`src/rtl/axis_uart_arbiter.sv`:
```
// Packet-granular round-robin arbiter feeding one AXI-Stream UART TX path.
// Optional stall watchdog enabled by defining ARB_STALL_TIMEOUT_EN.
module axis_uart_arbiter #(
   parameter int NUM_REQ        = 4,
   parameter int DATA_BITS      = 8,
   parameter int TIMEOUT_CYCLES = 255
) (
   input  logic                           clk,
   input  logic                           rst_n,
   input  logic [NUM_REQ*DATA_BITS-1:0]   s_axis_data,
   input  logic [NUM_REQ-1:0]             s_axis_valid,
   input  logic [NUM_REQ-1:0]             s_axis_last,
   output logic [NUM_REQ-1:0]             s_axis_ready,
   output logic [DATA_BITS-1:0]           m_axis_data,
   output logic                           m_axis_valid,
   output logic                           m_axis_last,
   input  logic                           m_axis_ready,
   output logic [NUM_REQ-1:0]             grant,
   output logic                           busy,
   output logic                           timeout_err
);
   localparam int IDX_W = $clog2(NUM_REQ);

   typedef enum logic [0:0] {ST_IDLE = 1'b0, ST_ACTIVE = 1'b1} state_t;

   if (NUM_REQ < 2 || NUM_REQ > 8 || TIMEOUT_CYCLES < 1 || TIMEOUT_CYCLES > 65535) begin : g_param_check
      $error("axis_uart_arbiter: parameter out of range");
   end

   state_t               state_q, state_d;
   logic [NUM_REQ-1:0]   grant_q, grant_d;
   logic [IDX_W-1:0]     last_q, last_d;
   logic                 busy_q, busy_d;
   logic [IDX_W-1:0]     owner_s;
   logic [IDX_W:0]       pick_s;
   logic                 hs_s;

   // Returns {found, index} of the first request after 'last', wrapping around.
   function automatic logic [IDX_W:0] rr_pick(input logic [NUM_REQ-1:0] req,
                                              input logic [IDX_W-1:0]   last);
      logic [IDX_W:0] res;
      int             c;
      res = '0;
      for (int k = NUM_REQ; k >= 1; k--) begin
         c   = (int'(last) + k) % NUM_REQ;
         res = req[c[IDX_W-1:0]] ? {1'b1, c[IDX_W-1:0]} : res;
      end
      return res;
   endfunction

   function automatic logic [IDX_W-1:0] onehot_idx(input logic [NUM_REQ-1:0] oh);
      logic [IDX_W-1:0] res;
      res = '0;
      for (int i = 0; i < NUM_REQ; i++) begin
         res = oh[i] ? IDX_W'(i) : res;
      end
      return res;
   endfunction

   assign owner_s = onehot_idx(grant_q);
   assign pick_s  = rr_pick(s_axis_valid, last_q);
   assign hs_s    = m_axis_valid & m_axis_ready;

   // Zero-latency passthrough of the owning source while a packet is owned.
   always_comb begin
      m_axis_data  = '0;
      m_axis_valid = 1'b0;
      m_axis_last  = 1'b0;
      s_axis_ready = '0;
      if (state_q == ST_ACTIVE) begin
         m_axis_data  = s_axis_data[int'(owner_s)*DATA_BITS +: DATA_BITS];
         m_axis_valid = s_axis_valid[owner_s];
         m_axis_last  = s_axis_last[owner_s];
         s_axis_ready = grant_q & {NUM_REQ{m_axis_ready}};
      end else begin
         s_axis_ready = '0;
      end
   end

`ifdef ARB_STALL_TIMEOUT_EN
   localparam int SW = $clog2(TIMEOUT_CYCLES + 1);
   logic [SW-1:0] stall_q, stall_d;
   logic          terr_q, terr_d;
`endif

   // Next-state: arbitrate in IDLE, hold the grant until the last beat handshakes.
   always_comb begin
      state_d = state_q;
      grant_d = grant_q;
      last_d  = last_q;
`ifdef ARB_STALL_TIMEOUT_EN
      stall_d = stall_q;
      terr_d  = 1'b0;
`endif
      case (state_q)
         ST_IDLE: begin
`ifdef ARB_STALL_TIMEOUT_EN
            stall_d = '0;
`endif
            if (pick_s[IDX_W]) begin
               state_d = ST_ACTIVE;
               grant_d = NUM_REQ'(1) << pick_s[IDX_W-1:0];
            end else begin
               state_d = ST_IDLE;
            end
         end
         ST_ACTIVE: begin
            if (hs_s && m_axis_last) begin
               state_d = ST_IDLE;
               grant_d = '0;
               last_d  = owner_s;
`ifdef ARB_STALL_TIMEOUT_EN
            end else if (s_axis_valid[owner_s]) begin
               stall_d = '0;
            end else if (stall_q == SW'(TIMEOUT_CYCLES - 1)) begin
               // Owner stalled too long: release without fabricating a beat.
               state_d = ST_IDLE;
               grant_d = '0;
               last_d  = owner_s;
               stall_d = '0;
               terr_d  = 1'b1;
            end else begin
               stall_d = stall_q + SW'(1);
`else
            end else begin
               state_d = ST_ACTIVE;
`endif
            end
         end
         default: begin
            state_d = ST_IDLE;
            grant_d = '0;
         end
      endcase
      busy_d = (state_d == ST_ACTIVE);
   end

   // State and registered status outputs.
   always_ff @(posedge clk or negedge rst_n) begin
      if (!rst_n) begin
         state_q <= ST_IDLE;
         grant_q <= '0;
         last_q  <= IDX_W'(NUM_REQ - 1);
         busy_q  <= 1'b0;
`ifdef ARB_STALL_TIMEOUT_EN
         stall_q <= '0;
         terr_q  <= 1'b0;
`endif
      end else begin
         state_q <= state_d;
         grant_q <= grant_d;
         last_q  <= last_d;
         busy_q  <= busy_d;
`ifdef ARB_STALL_TIMEOUT_EN
         stall_q <= stall_d;
         terr_q  <= terr_d;
`endif
      end
   end

   assign grant = grant_q;
   assign busy  = busy_q;
`ifdef ARB_STALL_TIMEOUT_EN
   assign timeout_err = terr_q;
`else
   assign timeout_err = 1'b0;
`endif

endmodule

```
`config.mk`:
```
export PLATFORM = sky130hd
export DESIGN_NAME = axis_uart_arbiter
export DESIGN_NICKNAME = d
export VERILOG_FILES = /design/src/rtl/axis_uart_arbiter.sv
export SDC_FILE = /design/constraint.sdc
export NUM_CORES = 1
export LEC_CHECK = 0
export BUFFER_PORTS_ARGS = -buffer_cell sky130_fd_sc_hd__buf_4
export CAP_MARGIN = 20
export CORE_MARGIN = 2
export CORE_UTILIZATION = 43
export CTS_BUF_LIST = sky130_fd_sc_hd__clkbuf_4 sky130_fd_sc_hd__clkbuf_8 sky130_fd_sc_hd__clkbuf_16
export CTS_CLUSTER_DIAMETER = 50
export DETAILED_ROUTE_END_ITERATION = 8
export PLACE_DENSITY = 0.85
export SYNTH_ARGS = -nofsm -noshare
export SYNTH_HDL_FRONTEND = slang
export SYNTH_SLANG_ARGS = --single-unit
```
`constraint.sdc`:
```
create_clock -name clk -period 4.13 [get_ports clk]
set_input_delay 0.826 -clock clk [delete_from_list [all_inputs] [get_ports clk]]
set_output_delay 0.826 -clock clk [all_outputs]
set_load 0.01 [all_outputs]
```
==> parameters.txt <==
Parameter                              Value

Synth
  Synth warnings ... 0
  Proportion of synthesized chip area in sequential cells ... 0.2142
  Top cells by area, synth ... mux2i_1 24%, dfrtp_1 15%, nor2b_1 7.5%
  Average footprint of a synthesized cell ... 8.379 um2
  Synth Flop Type ... dfrtp_1
  Cell count after synthesis ... 99
  Synth Area in XOR/XNOR ... 0
  Post-synthesis mux area share ... 0.2594
  Dominant combinational cell family by area after synthesis ... multiplexers
  Flip-flop and latch count after synthesis ... 7
  Largest area contributor in the synthesized netlist ... mux2i_1
  Mapped Nets ... 142
  Dominant cell by count in the synthesized netlist ... mux2i_1
  Synth unique cells ... 30
  Adder-cell area share of the yosys netlist ... 0
  Yosys top cell area share ... 0.2413
  List of most frequent post-synthesis cells ... 20 x mux2i_1, 10 x nand2_1, 10 x nor2b_1, 9 x o21ai_0
  Share of async-settable or async-resettable flops after synthesis ... 1.000
  EDFF count, synth ... 0
  Simple logic cell fraction of the synthesized area ... 0.2534
  Complex-gate fraction of the synthesized area ... 0.2036
  Synthesized area ... 829.5 um2

Worst setup path
  Capturing instance or port of the critical path ... m_axis_valid
  RR Endpoint ... grant[0]
  Kind of end point of the critical path ... primary output
  Reg2Reg Depth ... 4
  Highest fanout seen on the critical path ... 14
  Startpoint type of the worst setup path ... flop
  Path type of the worst setup path ... flop to primary output
  Start point of the critical path ... grant[1]
  Arr. time, crit path ... 1940 ps
  Launching point of the worst reg2reg path ... grant[1]
  Worst R2R Setup Slack ... 2090 ps
  Req. time, crit path ... 3300 ps

Timing
  Sum Neg Setup Slack ... 0 ps
  Max-slew violation total from the final report ... 0
  Slew margin rel. ... 0.5218
  Clock Skews ... 1.441 ps
  Minimum setup slack in the final design ... 1363 ps
  Final number of setup-violating endpoints ... 0
  Tcrit/Tclk final ... 0.6699
  Max frequency ... 361.4 MHz
  Hold Vio Cnt, Final ... 0
  Tmin final ... 2767 ps
  Final hold slack ... 380.0 ps
  Setup repair after global routing missed its margin ... no
  Worst-Margin Slew ... 717.4 ps

GRT
  Largest net degree at the start of global routing ... 25
  Wire length of the first global-routing pass ... 3677 um
  Vias in the first global route ... 878
  Congestion Overflow GR ... 0
  Number of antenna violations at the first check in global routing ... 0
  Total Routing Usage GR ... 0.2236

Clock tree
  Register clock-pin slew on the reported worst setup and hold paths ... 50 ps
  Sinks on Clock Net ... 7
  Clock latency on the worst-skew pair ... 240 ps
  Number of gates given a new drive strength after cts ... 0
  Root buf cell ... clkbuf_4
  CTS tree ... done
  CTS H-Tree Depth ... 1
  Quantity of hold-fixing buffers added after cts ... 0
  TritonCTS Buffers ... 3
  Number of setup buffers added after CTS ... 0
  Clock Tree Buf Depth ... 2

Drt
  Detail Route Antenna Nets ... 0
  # DRC ... 0
  Total wirelength of the detailed-routed design ... 2533 um
  Number of iterations in the first detailed-routing pass ... 4
  Starting DRT DRC Count ... 8
  Via count normalized by instance count ... 5.133
  Routed WL per cell ... 13.99 um
  DR vias ... 929

Layout
  Final cell utilization of the core ... 0.7383
  Share of final-layout standard cells stronger than drive strength 1 ... 0.4551
  Number of non-filler instances in the completed layout ... 181
  Antenna diodes ... 0
  Nets@finish ... 200
  Growth of design area from synthesis to finish ... 57.01%
  Cell area after layout ... 0.001303 mm2

Place
  Detailed Place HPWL ... 1990 um
  Port-buffer cells ... 61
  Inst Count DP ... 177
  Worst slack after detailed placement ... 1574 ps
  Placement Cell Area ... 0.001272 mm2
  Routability cong. ... 0.7981

Floorplan
  Floorplan die width ... 47.92 um
  Initial Utilization ... 0.4702
  Core region area ... 0.001764 mm2
  Top-level I/O count ... 63
  FP Rows ... 15
  Die Footprint ... 0.002296 mm2
  Chip Height ... 47.92 um

Power
  Areal power density over the cells ... 629.3 mW/mm2
  Leakage ... 0.6234 nW
  Total power ... 0.8196 mW
  Worst supply voltage drop on vdd ... 438.8 uV

Job
  Max_cap viols ... 0

Outcome
  Result of the run ... finished clean

Hold path
  Class of the worst hold path ... primary input to asynchronous set/reset pin
-- worst max-delay path: stages (launching register included) --
cell	delay [ps]
dfrtp_1	780
mux2i_1	210
a221oi_2	410
and2_1	180
buf_4	120
-- per-layer routing --
layer	vias to the layer above	global-route usage	wire (um)
li1	467	-	-
met1	424	0.2698	1042
met2	36	0.4080	1351
met3	2	0.02642	124
met4	0	0.07027	15
met5	-	0	0
-- power by group --
group	internal, mW	switching (mW)	leakage [nW]	total (mW)
combinational	0.314	0.222	0.521	0.536
clock	0.0433	0.0238	0.0184	0.0671
sequential	0.104	0.112	0.0842	0.216
-- cell type report --
| cell class | count | area [um2] |
|---|---|---|
| clock buffer | 4 | 30.03 |
| fill | 162 | 461.7 |
| inverter | 2 | 7.507 |
| multi-input combinational | 82 | 598.1 |
| sequential | 7 | 177.7 |
| tap | 25 | 31.28 |
| timing repair buffer | 61 | 457.9 |
-- cell families after synthesis --
group | after synthesis
and+or+nand+nor | 37
buffers and inverters | 10
other | 1
DFF | 7
AOI/OAI and AO/OA | 23
muxes | 21
-- worst min-delay path by stage --
stage                      to  slack (ps)      start  cells after the start
floorplan           last_q[0]         460  last_q[0]                      2
CTS                  grant[3]         380      rst_n                      1
global placement    last_q[0]         480  last_q[0]                      2
global route         grant[3]         370      rst_n                      1
detailed placement  last_q[0]         490  last_q[0]                      2
finish                   busy         380      rst_n                      1
-- layout by cell type, fill, tap and decap left out, drive strengths merged --
cell	count
a32o	4
a21bo	1
a21boi	1
a21o	2
nand4	1
o22a	1
inv	2
a221oi	1
mux2i	20
conb	1
nor2	5
nand2b	3
or2	1
buf	61
a31oi	1
and2	2
o21a	1
nand2	10
clkbuf	4
nor2b	10
nand3b	1
dfrtp	5
dfstp	2
a21oi	1
mux2	1
and3	4
o21ai	9
o221ai	1
-- sequential cells by signal, summed over array words and instances (netlist names) --
register and cells:
grant 4, last_q 2, busy 1
(Power assumes the default switching activity.)
